--- src/rtl/lmac_tx_axis_arbiter_pkg.sv ---
// Shared definitions for the LMAC TX AXI-Stream frame arbiter.
// Holds the FSM state encoding and the default bus/timeout parameters.
package lmac_tx_axis_arbiter_pkg;

    localparam int AXIS_DW           = 64;
    localparam int AXIS_SW           = AXIS_DW / 8;
    localparam int DEFAULT_CNT_WIDTH = 32;
    localparam int DEFAULT_TIMEOUT   = 1024;

    typedef enum logic [2:0] {
        ST_IDLE   = 3'd0,
        ST_GRANT0 = 3'd1,
        ST_GRANT1 = 3'd2,
        ST_ABORT  = 3'd3,
        ST_DRAIN  = 3'd4
    } arbState_t;

endpackage

--- src/rtl/lmac_tx_axis_arbiter_if.sv ---
// AXI-Stream bundle used for both host source ports and the LMAC TX port.
// master drives the payload, slave drives tready.
interface lmac_tx_axis_arbiter_if
    import lmac_tx_axis_arbiter_pkg::*;
#(
    parameter int DW = AXIS_DW
) ();

    logic [DW-1:0]   tdata;
    logic [DW/8-1:0] tstrb;
    logic            tvalid;
    logic            tlast;
    logic            tuser;
    logic            tready;

    modport master (
        output tdata, tstrb, tvalid, tlast, tuser,
        input  tready
    );

    modport slave (
        input  tdata, tstrb, tvalid, tlast, tuser,
        output tready
    );

endinterface

--- src/rtl/lmac_tx_axis_arbiter_rr_pick.sv ---
// Two-way round-robin selector: picks the only requester, or the one that
// was not granted last when both request.
module lmac_tx_axis_arbiter_rr_pick (
    input  logic [1:0] i_req,
    input  logic       i_lastGrant,
    output logic       o_grant,
    output logic       o_valid
);

    always_comb begin
        o_valid = |i_req;
        o_grant = 1'b0;
        case (i_req)
            2'b10:   o_grant = 1'b1;
            2'b11:   o_grant = ~i_lastGrant;
            default: o_grant = 1'b0;
        endcase
    end

endmodule

--- src/rtl/lmac_tx_axis_arbiter.sv ---
// Frame-level round-robin arbiter sharing the LMAC TX AXIS port between two
// host sources; a source that stalls mid-frame gets its frame aborted (tuser=1).
module lmac_tx_axis_arbiter
    import lmac_tx_axis_arbiter_pkg::*;
#(
    parameter int DATA_WIDTH = AXIS_DW,
    parameter int CNT_WIDTH  = DEFAULT_CNT_WIDTH,
    parameter int TIMEOUT    = DEFAULT_TIMEOUT
) (
    input  logic                   clk,
    input  logic                   reset_,
    lmac_tx_axis_arbiter_if.slave  s0,
    lmac_tx_axis_arbiter_if.slave  s1,
    lmac_tx_axis_arbiter_if.master m,
    output logic                   grant_id,
    output logic                   busy,
    output logic [CNT_WIDTH-1:0]   frm_cnt0,
    output logic [CNT_WIDTH-1:0]   frm_cnt1,
    output logic [CNT_WIDTH-1:0]   abort_cnt0,
    output logic [CNT_WIDTH-1:0]   abort_cnt1
);

    localparam int STRB_W = DATA_WIDTH / 8;
    localparam int WDOG_W = (TIMEOUT > 2) ? $clog2(TIMEOUT) : 1;
    localparam logic [WDOG_W-1:0] WDOG_LIMIT = WDOG_W'(TIMEOUT - 1);

    arbState_t            r_state;
    logic                 r_lastGrant;
    logic                 r_grantId;
    logic [WDOG_W-1:0]    r_wdog;
    logic [CNT_WIDTH-1:0] r_frmCnt0;
    logic [CNT_WIDTH-1:0] r_frmCnt1;
    logic [CNT_WIDTH-1:0] r_abortCnt0;
    logic [CNT_WIDTH-1:0] r_abortCnt1;

    logic w_pick;
    logic w_pickValid;
    logic w_selValid;
    logic w_selLast;

    lmac_tx_axis_arbiter_rr_pick u_rrPick (
        .i_req       ({s1.tvalid, s0.tvalid}),
        .i_lastGrant (r_lastGrant),
        .o_grant     (w_pick),
        .o_valid     (w_pickValid)
    );

    // r_lastGrant doubles as the owner of the frame in GRANT/ABORT/DRAIN.
    assign w_selValid = r_lastGrant ? s1.tvalid : s0.tvalid;
    assign w_selLast  = r_lastGrant ? s1.tlast  : s0.tlast;

    always_ff @(posedge clk or negedge reset_) begin
        if (!reset_) begin
            r_state     <= ST_IDLE;
            r_lastGrant <= 1'b1;
            r_grantId   <= 1'b0;
            r_wdog      <= '0;
            r_frmCnt0   <= '0;
            r_frmCnt1   <= '0;
            r_abortCnt0 <= '0;
            r_abortCnt1 <= '0;
        end else begin
            case (r_state)
                ST_IDLE: begin
                    r_wdog <= '0;
                    if (w_pickValid) begin
                        r_state     <= w_pick ? ST_GRANT1 : ST_GRANT0;
                        r_lastGrant <= w_pick;
                        r_grantId   <= w_pick;
                    end
                end
                ST_GRANT0, ST_GRANT1: begin
                    // Only a silent source trips the watchdog; sink backpressure never does.
                    if (w_selValid) begin
                        r_wdog <= '0;
                        if (m.tready && w_selLast) begin
                            if (r_lastGrant) r_frmCnt1 <= r_frmCnt1 + CNT_WIDTH'(1);
                            else             r_frmCnt0 <= r_frmCnt0 + CNT_WIDTH'(1);
                            r_state <= ST_IDLE;
                        end
                    end else if (r_wdog == WDOG_LIMIT) begin
                        r_wdog  <= '0;
                        r_state <= ST_ABORT;
                    end else begin
                        r_wdog <= r_wdog + WDOG_W'(1);
                    end
                end
                ST_ABORT: begin
                    if (m.tready) begin
                        if (r_lastGrant) r_abortCnt1 <= r_abortCnt1 + CNT_WIDTH'(1);
                        else             r_abortCnt0 <= r_abortCnt0 + CNT_WIDTH'(1);
                        r_state <= ST_DRAIN;
                    end
                end
                ST_DRAIN: begin
                    if (w_selValid && w_selLast) r_state <= ST_IDLE;
                end
                default: r_state <= ST_IDLE;
            endcase
        end
    end

    // Zero-latency pass-through while granted; synthetic error beat while aborting.
    always_comb begin
        m.tdata   = '0;
        m.tstrb   = '0;
        m.tvalid  = 1'b0;
        m.tlast   = 1'b0;
        m.tuser   = 1'b0;
        s0.tready = 1'b0;
        s1.tready = 1'b0;
        case (r_state)
            ST_GRANT0: begin
                m.tdata   = s0.tdata;
                m.tstrb   = s0.tstrb;
                m.tvalid  = s0.tvalid;
                m.tlast   = s0.tlast;
                m.tuser   = s0.tuser;
                s0.tready = m.tready;
            end
            ST_GRANT1: begin
                m.tdata   = s1.tdata;
                m.tstrb   = s1.tstrb;
                m.tvalid  = s1.tvalid;
                m.tlast   = s1.tlast;
                m.tuser   = s1.tuser;
                s1.tready = m.tready;
            end
            ST_ABORT: begin
                m.tvalid = 1'b1;
                m.tlast  = 1'b1;
                m.tuser  = 1'b1;
                m.tstrb  = STRB_W'(1);
            end
            ST_DRAIN: begin
                if (r_lastGrant) s1.tready = 1'b1;
                else             s0.tready = 1'b1;
            end
            default: begin
                m.tvalid = 1'b0;
            end
        endcase
    end

    assign grant_id   = r_grantId;
    assign busy       = (r_state != ST_IDLE);
    assign frm_cnt0   = r_frmCnt0;
    assign frm_cnt1   = r_frmCnt1;
    assign abort_cnt0 = r_abortCnt0;
    assign abort_cnt1 = r_abortCnt1;

endmodule
--- src/flat_wrapper.sv ---
// flat-port wrapper written by rule: the top's interface ports become plain ports
module lmac_tx_axis_arbiter_flat import lmac_tx_axis_arbiter_pkg::*;
#(
    parameter int DATA_WIDTH = AXIS_DW,
    parameter int CNT_WIDTH  = DEFAULT_CNT_WIDTH,
    parameter int TIMEOUT    = DEFAULT_TIMEOUT
)
  (clk, reset_, grant_id, busy, frm_cnt0, frm_cnt1, abort_cnt0, abort_cnt1, s0_tdata, s0_tstrb, s0_tvalid, s0_tlast, s0_tuser, s0_tready, s1_tdata, s1_tstrb, s1_tvalid, s1_tlast, s1_tuser, s1_tready, m_tdata, m_tstrb, m_tvalid, m_tlast, m_tuser, m_tready);
  lmac_tx_axis_arbiter_if s0_i ();
  lmac_tx_axis_arbiter_if s1_i ();
  lmac_tx_axis_arbiter_if m_i ();
  input  logic clk;
  input  logic reset_;
  output logic grant_id;
  output logic busy;
  output logic [CNT_WIDTH-1:0] frm_cnt0;
  output logic [CNT_WIDTH-1:0] frm_cnt1;
  output logic [CNT_WIDTH-1:0] abort_cnt0;
  output logic [CNT_WIDTH-1:0] abort_cnt1;
  input wire logic [$bits(s0_i.tdata)-1:0] s0_tdata;
  input wire logic [$bits(s0_i.tstrb)-1:0] s0_tstrb;
  input wire logic [$bits(s0_i.tvalid)-1:0] s0_tvalid;
  input wire logic [$bits(s0_i.tlast)-1:0] s0_tlast;
  input wire logic [$bits(s0_i.tuser)-1:0] s0_tuser;
  output wire logic [$bits(s0_i.tready)-1:0] s0_tready;
  input wire logic [$bits(s1_i.tdata)-1:0] s1_tdata;
  input wire logic [$bits(s1_i.tstrb)-1:0] s1_tstrb;
  input wire logic [$bits(s1_i.tvalid)-1:0] s1_tvalid;
  input wire logic [$bits(s1_i.tlast)-1:0] s1_tlast;
  input wire logic [$bits(s1_i.tuser)-1:0] s1_tuser;
  output wire logic [$bits(s1_i.tready)-1:0] s1_tready;
  output wire logic [$bits(m_i.tdata)-1:0] m_tdata;
  output wire logic [$bits(m_i.tstrb)-1:0] m_tstrb;
  output wire logic [$bits(m_i.tvalid)-1:0] m_tvalid;
  output wire logic [$bits(m_i.tlast)-1:0] m_tlast;
  output wire logic [$bits(m_i.tuser)-1:0] m_tuser;
  input wire logic [$bits(m_i.tready)-1:0] m_tready;
  assign s0_i.tdata = s0_tdata;
  assign s0_i.tstrb = s0_tstrb;
  assign s0_i.tvalid = s0_tvalid;
  assign s0_i.tlast = s0_tlast;
  assign s0_i.tuser = s0_tuser;
  assign s0_tready = s0_i.tready;
  assign s1_i.tdata = s1_tdata;
  assign s1_i.tstrb = s1_tstrb;
  assign s1_i.tvalid = s1_tvalid;
  assign s1_i.tlast = s1_tlast;
  assign s1_i.tuser = s1_tuser;
  assign s1_tready = s1_i.tready;
  assign m_tdata = m_i.tdata;
  assign m_tstrb = m_i.tstrb;
  assign m_tvalid = m_i.tvalid;
  assign m_tlast = m_i.tlast;
  assign m_tuser = m_i.tuser;
  assign m_i.tready = m_tready;
  lmac_tx_axis_arbiter #(.DATA_WIDTH(DATA_WIDTH), .CNT_WIDTH(CNT_WIDTH), .TIMEOUT(TIMEOUT)) u_core (.clk(clk), .reset_(reset_), .s0(s0_i), .s1(s1_i), .m(m_i), .grant_id(grant_id), .busy(busy), .frm_cnt0(frm_cnt0), .frm_cnt1(frm_cnt1), .abort_cnt0(abort_cnt0), .abort_cnt1(abort_cnt1));
endmodule
--- config.mk ---
export PLATFORM = sky130hd
export DESIGN_NAME = lmac_tx_axis_arbiter_flat
export DESIGN_NICKNAME = d
export VERILOG_FILES = /design/src/rtl/lmac_tx_axis_arbiter_pkg.sv /design/src/rtl/lmac_tx_axis_arbiter_if.sv /design/src/rtl/lmac_tx_axis_arbiter_rr_pick.sv /design/src/rtl/lmac_tx_axis_arbiter.sv /design/src/flat_wrapper.sv
export SDC_FILE = /design/constraint.sdc
export NUM_CORES = 1
export LEC_CHECK = 0
export ABC_AREA = 1
export CAP_MARGIN = 20
export CORE_MARGIN = 2
export CORE_UTILIZATION = 45
export DETAILED_ROUTE_END_ITERATION = 8
export GPL_TIMING_DRIVEN = 1
export PLACE_DENSITY_LB_ADDON = 0.05
export SETUP_SLACK_MARGIN = 0.4
export SYNTH_ARGS = -nofsm -noshare
export SYNTH_HDL_FRONTEND = slang
export SYNTH_HIERARCHICAL = 1
export SYNTH_SLANG_ARGS = --single-unit
export TNS_END_PERCENT = 1
--- constraint.sdc ---
create_clock -name clk -period 2.3 [get_ports clk]
set_clock_uncertainty 0.1 [all_clocks]
set_input_delay 0.345 -clock clk [delete_from_list [all_inputs] [get_ports clk]]
set_output_delay 0.345 -clock clk [all_outputs]
set_load 0.02 [all_outputs]
Yosys cells after proc, flatten, opt, wreduce, memory -nomap -nowiden --
Index checks and enable logic that the tools add are counted.
Operators by class: equality and inequality tests 12, muxes and demuxes 23, add/subtract/negate cells 5, reductions and logical operators 13, bitwise gates (word level) 1
Operator list (number):
- $add 32x1->32 const B | 4
- $pmux 64 s2 | 1
- $pmux 8 s3 | 1
- $mux 10 | 2
- $pmux 10 s2 | 1
- $mux 3 | 6
- $pmux 3 s4 | 1
- $add 10x1->10 const B | 1
- $eq 10x10->1 const B | 1
- $pmux 1 s3 | 3
- $reduce_and 4->1 | 2
- $eq 3x2->1 const B | 2
- $pmux 1 s2 | 3
- $reduce_and 3->1 | 2
- $reduce_and 5->1 | 1
- $eq 2x2->1 const B | 2
- $mux 1 | 4
- $ne 2x2->1 const B | 2
- $reduce_or 2->1 | 2
- $eq 3x1->1 const B | 1
- $eq 3x3->1 const B | 1
- $logic_not 3->1 | 1
- $ne 3x1->1 const B | 1
- $ne 3x3->1 const B | 1
- 7 further kinds | 8
Word-level totals: register bits 143, logic and storage cells 62, output and inout port bits 207, input bits 153

Depth between registers and ports, before layout --
Gate-level depths: netlist (run 1).
word-level depth 5, gate-level depth with buffers 10, depth with buffers taken out 10

Cells and area by module --
Netlist (run 1), hierarchy kept.
Modules (own cells, without submodules):
- lmac_tx_axis_arbiter | times used 1, sequential area each 3579.7 um2, area an instance 9228.9 um2, cells an instance 1328
- lmac_tx_axis_arbiter_rr_pick | times used 1, sequential area each 0.0 um2, area an instance 15.0 um2, cells an instance 3

Worst setup path after synthesis (run 1) --
Ideal clock, no wire load.
path type flip-flop to output port, from register u_core.r_state[2], to output port m_tvalid, arrival time 1.407 ns, setup slack 0.448 ns, required time 1.855 ns, path buffers 2, stages on the path, launching flop included 8, cell sequence dfrtp_1 > inv_2 > nand3_1 > inv_1 > buf_2 > buf_2 > a21oi_1 > o21ai_0
Between the ends: word-level cells in the longest chain between the ends 2, elaborated cells between the ends (all ways) 4, those cells by class eq/ne (3); mux (1)
RTL lines:
- start: declaration | line lmac_tx_axis_arbiter.sv:27 | arbState_t r_state;
- start signal: assignment | line lmac_tx_axis_arbiter.sv:67 | r_state <= w_pick ? ST_GRANT1 : ST_GRANT0;
- $eq 3x2->1 or $eq 3x1->1 (tied branches) | line lmac_tx_axis_arbiter.sv:112 | case (r_state)
- $pmux 1 s3 (*) | line lmac_tx_axis_arbiter.sv:112
- end: declaration | line flat_wrapper.sv:34 | output wire logic [$bits(m_i.tvalid)-1:0] m_tvalid;
Mark *: on every way between the ends. The rest lies on a longest branch, timed or not.

Final worst setup path (run 1) --
from register u_core.r_state[2], to output port m_tdata[17]
Between the ends: word-level cells in the longest chain between the ends 2, elaborated cells between the ends (all ways) 3, those cells by class eq/ne (2); mux (1)
RTL lines:
- $eq 3x2->1 or $eq 3x1->1 (tied branches) | line lmac_tx_axis_arbiter.sv:112
- $pmux 64 s2 (*) | line lmac_tx_axis_arbiter.sv:112
- end: declaration | line flat_wrapper.sv:32 | output wire logic [$bits(m_i.tdata)-1:0] m_tdata;
Marked as above.

==> impl_metrics.toml, run 1 <==
[outcome]
outcome = "complete, no violations"

[sta]
max_slew_margin = 0.624
setup_viol = 0
period_minus_slack_ns = 2.26
hold_viol_final = 0
rsz0062_at_grt = "yes"
setup-tns-final_ns = 0
fmax_mhz = 443
period_share = 0.982
maxSlewViolCount = 0
worstMarginPinSlew_ns = 0.564

[clocking]
clock-sinks = 143
clkTransAtPathRegs_ns = 0.07
ctsLongestPathBuffers = 2
cts-root-buf = "clkbuf_16"
clock_latency_ns = 0.43
htree_levels = 4
cts_made_buffers = 17
cts_tree = "done"

[power]
power.total_mw = 11.6
p_sw_mw = 4.52
powerDensity_nw_per_um2 = 805
p_seq_frac = 0.248
pwr-share-clk = 0.235
p_leak_nw = 7.14
combPwrFrac = 0.516
vdd_drop_max_mv = 0.658
sw_frac_of_total = 0.390
p_int_mw = 7.08

[job]
cap_violations = 0

[critical_path]
required_ns = 1.86
worstReg2RegEnd = "u_core/frm_cnt1[28]"
crit_path_max_fanout = 6
ff2ff_path_depth = 10
reg2reg_slack_ns = 0.32
worstSetupPathType = "reg2out"
end_kind = "primary output"
r2r-start = "u_core/r_state[0]"
arrival_ns = 1.81
start_kind = "flop"

[finish]
final_nets = 1896
area_delta_synth_final_pct = 55.9
layout.area.seq_um2 = 3580
fill_cells = 1718
final_common_cell = "nand2_1"
final_cell_mix = "nand2_1 (509), nor2_1 (188), clkdlybuf4s50_1 (153)"
instances_no_fill = 2036
multi_input_area_um2 = 5250
drive_above_1_share = 0.122

[die]
io_pins = 360
core_um2 = 20200
die_h_um = 147
start_util = 0.458
die-area_um2 = 21700
fp.dieW_um = 147
rows = 52

[grt]
grt_max_degree = 55
grt_use_met3 = 0.108
grt_overflow = 0
grtUsageTotal = 0.366
use_met1 = 0.463
antenna_found_initial = 18
grt_pass1_wl_um = 59700
met2_usage = 0.571
grt_pass1_vias = 9785
grt_busiest_layer = "met2"

[detailed_routing]
wl_um = 40400
wl_per_cell_um = 19.8
vias_per_cell = 5.25
drtIter0Drc = 934
drt_first_pass_iters = 5
dr_total_vias = 10700
ant_nets = 0
remaining_drc_errors = 0

[synthesis]
synth_fp_nets = 1489
syn_area_per_cell_um2 = 6.95
synthDistinctLibCells = 35
synth_top_cell_by_area = "dfrtp_1"
yosysTopAreaCellShare = 0.384
synth-seq-area-share = 0.387
synthCells = 1331
yosys_warnings = 6
synthTopCellsByArea = "dfrtp_1 (38%), nand2_1 (21%), nor2_1 (7.9%)"
ys_ff_latch = 143
post_synth_instance_area_um2 = 9240

[placed_design]
dp_hpwl_um = 32500
dp.cells = 1979
port_buffers = 359
gp_congestion = 0.986

[hold_path]
min_path_type = "in2async"
==> synthesized netlist by cell type (all sizes together) <==
library cell and n:
nor4 1, and3 1, dfrtp 142, nand3b 22, ha 5, or2 1, nor3b 1, a21oi 10
nor2 206, nor3 6, xor2 42, o22ai 2, buf 14, dfstp 1, nand2 513, clkbuf 10
o21ai 16, a22o 71, mux2i 1, and2 2, xnor2 21, nand4 36, inv 132, o221ai 1
nand3 74
==> power groups by stage <==
stage	clock [mW]	combinational, mW	sequential, mW
2_1_floorplan	0	2.43	2.98
3_3_place_gp	0	5.08	2.91
3_5_place_dp	0	5.14	2.91
4_1_cts	2.76	5.73	2.87
5_1_grt	2.88	6.28	2.90
6_report	2.73	5.99	2.88
==> routing by layer <==
layer	part of all wire	wire length [um]	vias up
met1	0.39	15800	4920
met4	0.053	2140	8
met3	0.10	4120	106
met2	0.45	18200	555
li1	-	-	5094
met5	0.0013	53	-
==> state kept, by name (all words and copies together), names as in the netlist <==
name,flops
u_core/abort_cnt0,32
u_core/abort_cnt1,32
u_core/frm_cnt0,32
u_core/frm_cnt1,32
u_core/r_wdog,10
u_core/r_state,3
u_core/grant_id,1
u_core/r_lastGrant,1
==> how the worst max path moves through the flow <==
stage	startpoint	to	slack (ns)	depth (start not counted)
2_1_floorplan	u_core/r_state[2]	m_tvalid	0.45	7
3_3_place_gp	u_core/r_state[2]	m_tdata[42]	0.04	6
3_5_place_dp	u_core/r_state[2]	m_tdata[62]	-0.01	6
4_1_cts	u_core/r_state[2]	m_tdata[27]	0.002	7
5_1_grt	u_core/r_state[2]	m_tdata[40]	0.003	7
6_report	u_core/r_state[2]	m_tdata[17]	0.04	7
==> logic make-up after synthesis <==
kind of cell | share of synthesized area
XOR/XNOR | 0.0597
multiplexers | 0.00108
flip-flops | 0.387
AND/OR/NAND/NOR | 0.394
adder cells (fa/ha/maj) | 0.00677
AO/OA/AOI/OAI | 0.0849
buffers and inverters | 0.0665
==> critical path: stages (launching register included) <==
cell	delay [ns]
dfrtp_1	0.43
inv_2	0.08
nand3_4	0.11
inv_6	0.05
buf_12	0.15
buf_16	0.14
a22o_4	0.29
buf_6	0.14
==> layout make-up <==
type	count	area share
Clock buffer	20	0.0303
Clock inverter	12	0.00929
Multi-Input combinational cell	1032	0.364
Inverter	132	0.0353
Timing Repair Buffer	412	0.286
Antenna cell	15	0.00260
Sequential cell	143	0.249
Tap cell	270	0.0234
==> through the flow <==
stage / utilization / area (um^2) / hold slack [ns] / setup slack, ns
6_report: 0.714 / 14400 / 0.334 / 0.0414
5_1_grt: 0.714 / 14400 / 0.378 / 0.00301
4_1_cts: 0.705 / 14200 / 0.383 / 0.00190
3_5_place_dp: 0.666 / 13400 / 0.258 / -0.0107
3_3_place_gp: 0.666 / 13400 / 0.248 / 0.0426
2_1_floorplan: - / 9240 / -0.0506 / 0.448
==> timing repair <==
item                       CTS  global route
pin swaps                   59             5
hold endpoints to repair    48             0
buffers inserted             3             0
setup endpoints to repair  212           171
hold buffers                 1             0
resized for setup          533            11
gates cloned                 2             4
(Power assumes the default switching activity.)
==> run 2, diff against run 1 <==
--- a/config.mk
+++ b/config.mk
@@ -7,9 +7,10 @@
 export LEC_CHECK = 0
 export ABC_AREA = 1
 export CAP_MARGIN = 20
-export CORE_MARGIN = 2
-export CORE_UTILIZATION = 45
+export CORE_AREA = 2 2 141 143
 export DETAILED_ROUTE_END_ITERATION = 8
+export DIE_AREA = 0 0 143 145
+export DONT_BUFFER_PORTS = 1
 export GPL_TIMING_DRIVEN = 1
 export PLACE_DENSITY_LB_ADDON = 0.05
 export SETUP_SLACK_MARGIN = 0.4
==> impl_metrics.toml, run 2 (same netlist as run 1, synthesis figures left out) <==
[placed_design]
pre_cts_slack_ns = 0.0852
port_buffers = 0
dp_hpwl_um = 28900
place_area_um2 = 10300
gp_congestion = 0.999

[clocking]
ctsLongestPathBuffers = 2
clock-sinks = 143
htree_levels = 4
cts_made_buffers = 17
cts_tree = "done"
clkTransAtPathRegs_ns = 0.07
cts-root-buf = "clkbuf_16"
clock_latency_ns = 0.43

[sta]
rsz0062_at_grt = "yes"
hold_viol_final = 143
setup_viol = 0
max_slew_margin = 0.669
worstMarginPinSlew_ns = 0.495
postLayoutSetupSlackWorst_ns = 0.0475
setup-tns-final_ns = 0
period_minus_slack_ns = 2.25
fmax_mhz = 444
fin_hold_ws_ns = -0.497
maxSlewViolCount = 0
period_share = 0.979

[detailed_routing]
vias_per_cell = 5.54
drtIter0Drc = 884
wl_per_cell_um = 21.9
drt_first_pass_iters = 8
ant_nets = 0
wl_um = 37600
remaining_drc_errors = 0
dr_total_vias = 9510

[grt]
grt_pass1_wl_um = 54900
grtUsageTotal = 0.356
grt_max_degree = 144
grt_pass1_vias = 8833
grt_overflow = 0
antenna_found_initial = 13

[die]
io_pins = 360
rows = 51
start_util = 0.481
fp.dieW_um = 143
die-area_um2 = 20700
core_um2 = 19200
die_h_um = 145

[critical_path]
start_kind = "flop"
path_cells = "inv_4, nand3_4, inv_8, buf_8, buf_16, a22o_4, buf_12"
arrival_ns = 1.81
worstSetupPathType = "reg2out"
max_stage_delay_ns = 0.43
cp_slowest_cell = "dfrtp_2"
end_kind = "primary output"
required_ns = 1.86
crit_path_max_fanout = 8

[power]
powerDensity_nw_per_um2 = 988
p_leak_nw = 5.52
power.total_mw = 11.5
vdd_drop_max_mv = 0.604

[outcome]
violations = "hold timing"
outcome = "complete, but fails checks"

[finish]
final_common_cell = "nand2_1"
final_nets = 1588
final_area_um2 = 11700
layout.area.seq_um2 = 3580
final_cell_mix = "nand2_1 (509), nor2_1 (193), dfrtp_1 (139)"
fill_cells = 1775
multi_input_area_um2 = 5500
area_delta_synth_final_pct = 26.1
drive_above_1_share = 0.148

[hold_path]
min_path_type = "in2async"

[job]
cap_violations = 0
run 2: cell count changes in the layout (fill, tap and decap cells not counted), sizes merged:
cell	previous run	this run
clkinvlp	2	4
bufbuf	0	1
clkinv	5	4
clkdlybuf4s50	153	0
dlygate4sd2	127	0
dlygate4sd3	1	0
clkdlybuf4s15	1	0
bufinv	2	1
buf	126	103
clkbuf	24	20
diode	15	8
run 2: final timing paths:
path,start,end,slack (ns),depth (start not counted)
min in group clk,s0_tvalid,u_core/grant_id,0.08,3
setup reg to reg,u_core/r_lastGrant,u_core/frm_cnt1[20],0.24,7
max in group asynchronous,reset_,u_core/r_lastGrant,2.33,0
hold / removal,reset_,u_core/abort_cnt1[17],-0.50,0
hold reg to reg,u_core/r_wdog[0],u_core/r_wdog[0],0.42,1
setup / recovery,u_core/r_state[2],m_tdata[37],0.05,7
run 2: layer usage:
metal  routed length [um]  GRT usage
met4                 1460      0.153
met2                17000      0.544
met3                 4440      0.149
met1                14600      0.441
met5                   69          0
run 2: critical path, delay by kind of cell (launching register included):
family | cells | cell delay (ns)
buffers and inverters | 5 | 0.53
flip-flops | 1 | 0.43
AO/OA/AOI/OAI | 1 | 0.29
AND/OR/NAND/NOR | 1 | 0.11
run 2: what timing repair did:
item / in CTS / in global routing
endpoints found under the setup margin: 105 / 182
pin swaps: 9 / 4
endpoints found under the hold margin: 143 / 143
cloned: 7 / 0
gates resized for setup: 79 / 24
setup buffers: 11 / 0
run 2: layout make-up:
type,count,share of cell area
inverters,132,0.0438
diodes,8,0.00172
flip-flops and latches,143,0.307
multi-input cells,1032,0.471
repair buffers,104,0.0994
clock inverters,12,0.00945
well taps,265,0.0284
clock buffers,20,0.0383
run 2: through the flow:
stage / hold WS [ns] / utilization / cells
floorplan: -0.0506 / - / 1331
global placement: -0.0483 / 0.536 / 1658
detailed placement: -0.0485 / 0.536 / 1658
CTS: -0.504 / 0.597 / 1708
global route: -0.516 / 0.607 / 1715
finish: -0.497 / 0.607 / 1716
run 2: power by group:
part           switching (mW)  internal (mW)
clock                    1.15           1.52
sequential              0.221           2.67
combinational            3.39           2.57
total                    4.76           6.76
